<file path="src/rtl/mem_pkg.sv">
// -----------------------------------------------------------------------------
// mem_pkg
// Shared constants and types for the RAM-backed FIFO controller.
//   ADDR_W / DATA_W : default RAM address and word widths (16 x 8 RAM)
//   cyc_e           : what the single RAM port is doing in a given cycle
// -----------------------------------------------------------------------------
package mem_pkg;

  localparam int ADDR_W = 4;
  localparam int DATA_W = 8;

  typedef enum logic [1:0] {
    CYC_IDLE = 2'd0,
    CYC_WR   = 2'd1,
    CYC_RD   = 2'd2
  } cyc_e;

endpackage : mem_pkg

</file>
<file path="src/rtl/wrap_ctr.sv">
// -----------------------------------------------------------------------------
// wrap_ctr
// Modulo-2**W pointer. It advances by one on each clock where i_inc is high.
// The wrap from 2**W-1 back to 0 comes from the natural overflow of the W-bit
// register, so no compare is needed.
//   clk   : clock
//   rst   : synchronous active-high reset, clears the pointer to 0
//   i_inc : advance the pointer at this edge
//   o_val : current pointer value
// -----------------------------------------------------------------------------
module wrap_ctr #(
  parameter int W = 4
) (
  input  logic         clk,
  input  logic         rst,
  input  logic         i_inc,
  output logic [W-1:0] o_val
);

  logic [W-1:0] r_val;

  // NOTE: sequential state is always written with non-blocking assignments so
  // that every register samples pre-edge values, whatever the process order.
  always_ff @(posedge clk) begin
    if (rst) begin
      r_val <= '0;
    end else if (i_inc) begin
      r_val <= r_val + 1'b1;
    end
  end

  assign o_val = r_val;

endmodule : wrap_ctr

</file>
<file path="src/rtl/ram_fifo_ctrl.sv">
// -----------------------------------------------------------------------------
// ram_fifo_ctrl
// Turns a single-port RAM (combinational read) into a circular FIFO with a
// registered output word. Each cycle the RAM port performs one of idle, write
// or read. Refilling the output register (read) wins over accepting a new word
// (write).
//   clk, rst             : clock, synchronous active-high reset
//   in_valid/in_data     : write stream in; in_ready is the accept strobe
//   out_valid/out_data   : registered head word; out_ready is the pop strobe
//   ram_addr/ram_we      : RAM port control
//   ram_wdata/ram_rdata  : RAM write data (= in_data) and combinational read data
//   count                : words held, RAM words plus the output register
//   full / empty         : RAM holds DEPTH words / nothing held at all
// -----------------------------------------------------------------------------
module ram_fifo_ctrl
  import mem_pkg::*;
#(
  parameter int ADDR_W_P = mem_pkg::ADDR_W,
  parameter int DATA_W_P = mem_pkg::DATA_W
) (
  input  logic                clk,
  input  logic                rst,
  input  logic                in_valid,
  input  logic [DATA_W_P-1:0] in_data,
  output logic                in_ready,
  output logic                out_valid,
  output logic [DATA_W_P-1:0] out_data,
  input  logic                out_ready,
  output logic [ADDR_W_P-1:0] ram_addr,
  output logic                ram_we,
  output logic [DATA_W_P-1:0] ram_wdata,
  input  logic [DATA_W_P-1:0] ram_rdata,
  output logic [ADDR_W_P:0]   count,
  output logic                full,
  output logic                empty
);

  localparam int                DEPTH   = 2 ** ADDR_W_P;
  localparam logic [ADDR_W_P:0] DEPTH_C = (ADDR_W_P + 1)'(DEPTH);

  logic [ADDR_W_P-1:0] w_wr_ptr;
  logic [ADDR_W_P-1:0] w_rd_ptr;
  logic [ADDR_W_P:0]   r_ram_count;
  logic                r_out_valid;
  logic [DATA_W_P-1:0] r_out_data;

  logic                w_out_free;
  logic                w_ram_full;
  logic                w_rd_go;
  logic                w_wr_go;
  cyc_e                w_cyc;

  // The output register can take a new word if it is empty or being popped now.
  assign w_out_free = !r_out_valid || out_ready;
  assign w_ram_full = (r_ram_count == DEPTH_C);

  // Both go signals are masked during reset so the pointers and the RAM
  // are left untouched while rst is high.
  assign w_rd_go = !rst && (r_ram_count != '0) && w_out_free;
  assign w_wr_go = !rst && !w_rd_go && in_valid && !w_ram_full;

  assign in_ready  = !rst && !w_rd_go && !w_ram_full;
  assign ram_wdata = in_data;

  // Port arbitration: pick the cycle kind, then decode the RAM pins from it.
  // NOTE: every signal driven from always_comb gets a default first, so no
  // path through the block can leave it unassigned and infer a latch.
  always_comb begin
    w_cyc    = CYC_IDLE;
    ram_addr = w_wr_ptr;
    ram_we   = 1'b0;
    if (w_rd_go) begin
      w_cyc = CYC_RD;
    end else if (w_wr_go) begin
      w_cyc = CYC_WR;
    end
    case (w_cyc)
      CYC_RD: ram_addr = w_rd_ptr;
      CYC_WR: begin
        ram_addr = w_wr_ptr;
        ram_we   = 1'b1;
      end
      default: ram_addr = rst ? '0 : w_wr_ptr;
    endcase
  end

  wrap_ctr #(.W(ADDR_W_P)) u_wr_ptr (
    .clk   (clk),
    .rst   (rst),
    .i_inc (w_wr_go),
    .o_val (w_wr_ptr)
  );

  wrap_ctr #(.W(ADDR_W_P)) u_rd_ptr (
    .clk   (clk),
    .rst   (rst),
    .i_inc (w_rd_go),
    .o_val (w_rd_ptr)
  );

  // NOTE: only control state is reset; the RAM itself is not cleared, because
  // zeroed pointers and count make any stale contents unreachable.
  always_ff @(posedge clk) begin
    if (rst) begin
      r_ram_count <= '0;
      r_out_valid <= 1'b0;
      r_out_data  <= '0;
    end else begin
      // Read and write never share a cycle, so the count moves by at most one.
      if (w_rd_go) begin
        r_ram_count <= r_ram_count - 1'b1;
      end else if (w_wr_go) begin
        r_ram_count <= r_ram_count + 1'b1;
      end

      // A pop with a simultaneous refill keeps out_valid high.
      if (w_rd_go) begin
        r_out_valid <= 1'b1;
        r_out_data  <= ram_rdata;
      end else if (out_ready) begin
        r_out_valid <= 1'b0;
      end
    end
  end

  assign out_valid = r_out_valid;
  assign out_data  = r_out_data;

  // Status is derived from registered state only.
  assign count = r_ram_count + {{ADDR_W_P{1'b0}}, r_out_valid};
  assign full  = w_ram_full;
  assign empty = (count == '0);

endmodule : ram_fifo_ctrl

</file>
<file path="config.mk">
export PLATFORM = sky130hd
export DESIGN_NAME = ram_fifo_ctrl
export DESIGN_NICKNAME = d
export VERILOG_FILES = /design/src/rtl/mem_pkg.sv /design/src/rtl/wrap_ctr.sv /design/src/rtl/ram_fifo_ctrl.sv
export SDC_FILE = /design/constraint.sdc
export NUM_CORES = 1
export LEC_CHECK = 0
export ABC_AREA = 1
export CELL_PAD_IN_SITES_DETAIL_PLACEMENT = 1
export CELL_PAD_IN_SITES_GLOBAL_PLACEMENT = 1
export CORE_MARGIN = 4
export CORE_UTILIZATION = 30
export DETAILED_ROUTE_END_ITERATION = 10
export PLACE_DENSITY = 0.88
export SYNTH_ARGS = -nofsm -noshare
export SYNTH_HDL_FRONTEND = slang
export SYNTH_SLANG_ARGS = --single-unit
</file>
<file path="constraint.sdc">
create_clock -name clk -period 3.2 [get_ports clk]
set_input_delay 0.96 -clock clk [delete_from_list [all_inputs] [get_ports clk]]
set_output_delay 0.96 -clock clk [all_outputs]
set_load 0.01 [all_outputs]
</file>
==> results.tsv, run 1 <==
metric	value	unit
synth_top_area_share	35.2	%
ff2ff_path_depth	14	
routabilityCongestion	0.749	
fin_hold_ws	469	ps
routedWlPerCell	13.5	µm
start_util	31.1	%
cts_num_sinks	22	
rsz0062_at_grt	false	
synth_edf_count	0	
slowest_stage	dlygate4sd2_1	
drtPass1Iterations	4	
cts_tree	yes	
relSlewSlack	82.4	%
synthArstFlopShare	0	%
port-buffer-count	33	
max_stage_delay	280	ps
vias	1165	
tightest_slew	263	ps
fin_crit	2990	ps
drive_above_1_share	18.3	%
crit_type	primary input to output port	
dieHeight	72.6	µm
place.detailed.hpwl	2.55	mm
min_path_cells	2	
drtAntennaViolNets	0	
num_antenna_cells	0	
grt_max_degree	17	
viasPerCell	4.72	
fin_util	42.1	%
grt.total_usage	12.8	%
reg2reg_to	r_ram_count[4]$_SDFFE_PP0P_	
drc	0	
antenna_found_initial	0	
fp.coreArea	0.00403	mm²
synth.distinct_cells	31	
leakage	0.776	nW
cts_root_buffer	clkbuf_8	
worstPathArrival	2030	ps
clk_pin_slew	80	ps
cts_buffers	3	
fillCellCount	501	
area_growth	35.5	%
synth-seq-cells	22	
avgSynthCellArea	7.72	µm²
cp_max_fo	4	
nets	227	
maxSlewViolCount	0	
cts_max_level	1	
cp_num_buf_inv	5	
synth_nets	190	
period_share	93.4	%
overflow	0	
crit-reg2reg-launch	r_ram_count[1]$_SDFFE_PP0P_	
ys.flop_type	dfxtp_1	
cap_violations	0	
outcome	finished clean	
maxClockFrequency	335	MHz
clkLatencyLatePin	260	ps
hp-start	out_data[6]$_SDFFE_PP0P_	
finalSetupViolations	0	
crit_required	2240	ps
seq_area_frac_synth	35.2	%
fin_skew	2.63	ps
grt_pass1_vias	1154	
hold_viol	0	
cp-start-kind	primary input	
ctsHoldBuffers	0	
cp-end-kind	output port	
ys_top_cells_by_area	dfxtp_1 (35%), nand2_1 (9.9%), nand3_1 (8.8%)	
worst_slack	212	ps
die_area	0.00527	mm²
hold_path_class	register to register	
vdd_ir_drop_max	0.000331	V
clockBufferDepth	2	
min_to	out_data[6]$_SDFFE_PP0P_	
grt_pass1_wl	5.33	mm
ios	50	
yosysMostFrequentCell	nand2_1	
path_common_cell	buf_4	
placementRows	23	
synthCells	162	
synth_area	0.00125	mm²
ys_warn_count	0	
synth.largest_area_cell	dfxtp_1	
drt_wl_total	3.32	mm
cp_cell_sequence	dlygate4sd2_1, buf_4, inv_2, buf_4, a31o_2, clkdlybuf4s15_1	
die_x	72.6	µm
setup_tns	0	ps
ff2ff_setup_slack	910	ps
design_power_total	1.56	mW
powerDensity	922	mW/mm²
crit_family	buffers and inverters	
ys_top_cells_by_count	nand2_1 (33), dfxtp_1 (22), nand3_1 (22)	
first_iter_violations	53	
pre_cts_ws	-344	ps
[stage by stage]
step / area, µm² / cells
finish: 1700 / 247
floorplan: 1250 / 162
global placement: 1610 / 240
CTS: 1660 / 244
global route: 1700 / 247
detailed placement: 1610 / 240
[report_power, final]
part | leakage [nW] | internal, mW | total [mW] | switching [mW]
clock network | 0.0216 | 0.0840 | 0.173 | 0.0885
registers | 0.181 | 0.369 | 0.459 | 0.0902
logic | 0.574 | 0.440 | 0.932 | 0.492
total | 0.776 | 0.892 | 1.56 | 0.671
[cells in the final DEF, fill, tap and decap left out, drive strengths merged, types with 2 or more instances in the layout]
master	instances
nand2	35
clkdlybuf4s50	24
nand3	23
dfxtp	22
inv	17
a21oi	13
buf	13
nor2	11
ha	7
o21ai	6
clkbuf	5
xor2	4
clkdlybuf4s15	3
xnor2	2
dlymetal6s2s	2
o22ai	2
nand4	2
[per-layer routing]
layer	track usage [%]	up-vias	part of all wire, %
li1	-	591	-
met3	3.31	2	6.3
met4	3.28	0	0.24
met2	21.7	35	50
met1	16.2	537	43
met5	0	-	0
[kinds of logic after synthesis]
family | count (synthesis) | synth area share, %
flops | 22 | 35.2
simple gates | 73 | 28.6
compound gates | 23 | 10.2
fa+ha+maj | 8 | 8.60
buf+inv | 30 | 13.2
xor+xnor | 6 | 4.20
[final cells by class]
class / count / area (µm²) / share of cell area, %
tap: 50 / 62.6 / 3.69
clock buffer: 3 / 41.3 / 2.44
sequential: 22 / 442 / 26.1
timing repair buffer: 45 / 414 / 24.4
multi-input combinational: 110 / 669 / 39.5
inverter: 17 / 66.3 / 3.91
[worst max-delay path by stage]
stage / startpoint / endpoint / slack [ps] / cells after the start
floorplan: out_ready / ram_addr[0] / 460 / 6
global placement: out_ready / ram_addr[0] / -320 / 7
detailed placement: out_ready / ram_addr[0] / -340 / 7
CTS: out_ready / ram_addr[0] / 10 / 7
global route: rst / ram_addr[2] / 140 / 6
finish: rst / ram_addr[2] / 210 / 6
[sequential cells by signal, summed over array words and instances (netlist names)]
| name | flops |
|---|---|
| out_data | 8 |
| r_ram_count | 5 |
| u_rd_ptr.o_val | 4 |
| u_wr_ptr.o_val | 4 |
| out_valid | 1 |
[worst register-to-register path, stage by stage, from the launching register on]
cell	delay, ps
dfxtp_1	390
nor2_2	170
nand3_2	130
nand2_4	170
inv_1	80
buf_4	200
ha_1	340
a21oi_1	170
nand2_1	100
inv_1	70
nand2_1	50
nand2_1	60
inv_1	50
a21oi_1	160
nor2_1	70
[repair_timing]
| action | in CTS | in global routing |
|---|---|---|
| resized for setup | 15 | 14 |
| pin swaps | 2 | 0 |
| setup buffers | 1 | 3 |
| endpoints found under the setup margin | 6 | 7 |
Power figures use the tool's default switching activity.
==> inputs of run 2 (changes only) <==
Settings changed: CAP_MARGIN from default to 20.
==> results of run 2 <==
Same layout as run 1: the final DEF is identical, and so are final timing and power.
==> inputs of run 3 (changes only) <==
--- a/config.mk
+++ b/config.mk
@@ -15,2 +15,3 @@
 export PLACE_DENSITY = 0.88
+export SETUP_SLACK_MARGIN = 0.2
 export SYNTH_ARGS = -nofsm -noshare
--- a/constraint.sdc
+++ b/constraint.sdc
@@ -3,2 +3,2 @@
 set_output_delay 0.96 -clock clk [all_outputs]
-set_load 0.01 [all_outputs]
+set_load 0.02 [all_outputs]
==> run 3 against run 2 <==
Net effect: via count rose by 2.1%; power rose by 9.7%; largest cell class unchanged; highest routed layer unchanged; critical endpoint is now ram_addr[0]; register-to-register slack got worse by 110 ps.
==> results.tsv, run 3 (synthesis results as in run 1) <==
metric	value	unit	change
place.detailed.hpwl	2.53	mm	-0.68%
power.internal	959	µW	+7.5%
cp_cell_sequence	dlygate4sd2_1, nor2_2, nor2_2, nand2_4, nand2_2, o21ai_2, buf_4		
mostFrequentLayoutCells	nand2_1 (32), clkdlybuf4s50_1 (23), nand3_1 (22), dfxtp_1 (22), inv_1 (15)		
vias	1190		+2.1%
power.share.switching	44.1	%	+1.1 points
cts_max_level	1		unchanged
slowest_stage	dlygate4sd2_1		
grt_max_degree	17		unchanged
crit_family	simple AND/OR/NAND/NOR gates		
relSlewSlack	83.0	%	+0.54 points
first_iter_violations	64		+21%
viasPerCell	4.82		+2.1%
routabilityCongestion	0.770		+2.8%
pwr-share-comb	58.2	%	-1.4 points
grt_pass1_vias	1195		+3.6%
antenna_found_initial	0		unchanged
cp_num_buf_inv	2		-3
fin_skew	1.26	ps	-1.37 ps
largest_register_ffs	8		unchanged
period_share	90.6	%	-2.8 points
cp-end-kind	output port		
fin_crit	2900	ps	-88.3 ps
cts_tree	yes		
clockBufferDepth	2		unchanged
crit_required	2240	ps	about the same
dieHeight	72.6	µm	unchanged
final_common_cell	nand2_1		
tightest_slew	255	ps	-8.02 ps
routedWlPerCell	13.7	µm	+1.5%
maxSlewViolCount	0		unchanged
crit_type	primary input to output port		
maxClockFrequency	345	MHz	+3.0%
drtAntennaViolNets	0		unchanged
cts_num_sinks	22		unchanged
drt_wl_total	3.37	mm	+1.5%
ios	50		unchanged
nets	226		-0.44%
fin_util	42.4	%	+0.28 points
fp.coreArea	0.00403	mm²	unchanged
cts_buffers	3		unchanged
worst_slack	300	ps	+88.3 ps
overflow	0		unchanged
clkLatencyLatePin	260	ps	about the same
powerDensity	1010	mW/mm²	+9.0%
port-buffer-count	33		unchanged
path_common_cell	nor2_2		
ctsHoldBuffers	0		unchanged
hold_viol	0		unchanged
placementRows	23		unchanged
vdd_ir_drop_max	0.000395	V	+20%
finalSetupViolations	0		unchanged
cts_root_buffer	clkbuf_8		
cp_max_fo	8		+4
switching_power	756	µW	+13%
clk_pin_slew	80	ps	about the same
start_util	31.1	%	unchanged
pre_cts_ws	-516	ps	-171 ps
hold_path_class	register to register		
drive_above_1_share	18.3	%	unchanged
grt_pass1_wl	5.58	mm	+4.7%
fin_hold_ws	464	ps	-5.07 ps
drtPass1Iterations	4		unchanged
die_area	0.00527	mm²	unchanged
grt.total_usage	13.4	%	+0.51 points
clockPowerShare	15.3	%	+4.3 points
cp-start-kind	primary input		
worstPathArrival	1940	ps	-90 ps
leakage	0.794	nW	+2.3%
cap_violations	0		unchanged
p_seq_share	26.5	%	-2.9 points
drc	0		unchanged
num_antenna_cells	0		unchanged
max_stage_delay	240	ps	-40 ps
area_growth	36.4	%	
die_x	72.6	µm	unchanged
outcome	finished clean		
rsz0062_at_grt	false		
[run 3: repair_timing]
item	in CTS	in global routing
resized for setup	39	2
pin swaps	3	0
buffers inserted	2	0
setup endpoints to repair	7	2
[run 3: final cells by class]
cell class	count	area, µm²
Clock buffer	3	41.3
Clock inverter	1	30.0
Fill cell	493	2320
Inverter	17	66.3
Multi-Input combinational cell	110	663
Sequential cell	22	440
Tap cell	50	62.6
Timing Repair Buffer	44	403
[run 3: worst min-delay path, cell delays in order, from the launching register on]
cell	delay, ps
dfxtp_1	310
nand3_1	70
nand2_1	40
[run 3: final timing paths]
kind | start | endpoint | slack, ps | cells past startpoint
hold / removal | out_data[3]$_SDFFE_PP0P_ | out_data[3]$_SDFFE_PP0P_ | 460 | 2
setup / recovery | out_ready | ram_addr[0] | 300 | 7
hold reg to reg | out_data[3]$_SDFFE_PP0P_ | out_data[3]$_SDFFE_PP0P_ | 460 | 2
setup reg to reg | r_ram_count[0]$_SDFFE_PP0P_ | r_ram_count[4]$_SDFFE_PP0P_ | 800 | 16
[run 3: through the flow]
stage	total power [mW]	area, µm²	setup TNS (ps)	cells
6_report	1.72	1710	0	247
5_1_grt	1.84	1710	0	247
4_1_cts	1.74	1700	0	247
3_5_place_dp	1.47	1610	-2360	241
3_3_place_gp	1.43	1610	-2140	241
2_1_floorplan	1.10	1250	0	162
[run 3: layer usage]
metal  routed length, µm  global-route usage [%]
met1                1470                    16.4
met2                1670                    22.8
met5                   0                       0
met3                 218                    3.99
met4                  17                    3.07
[run 3: power groups by stage]
stage / sequential [mW] / clock (mW) / combinational, mW
final: 0.455 / 0.262 / 0.999
after global routing: 0.469 / 0.278 / 1.09
after CTS: 0.457 / 0.270 / 1.01
after detailed placement: 0.462 / 0 / 1.00
after global placement: 0.454 / 0 / 0.978
after floorplan: 0.501 / 0 / 0.597
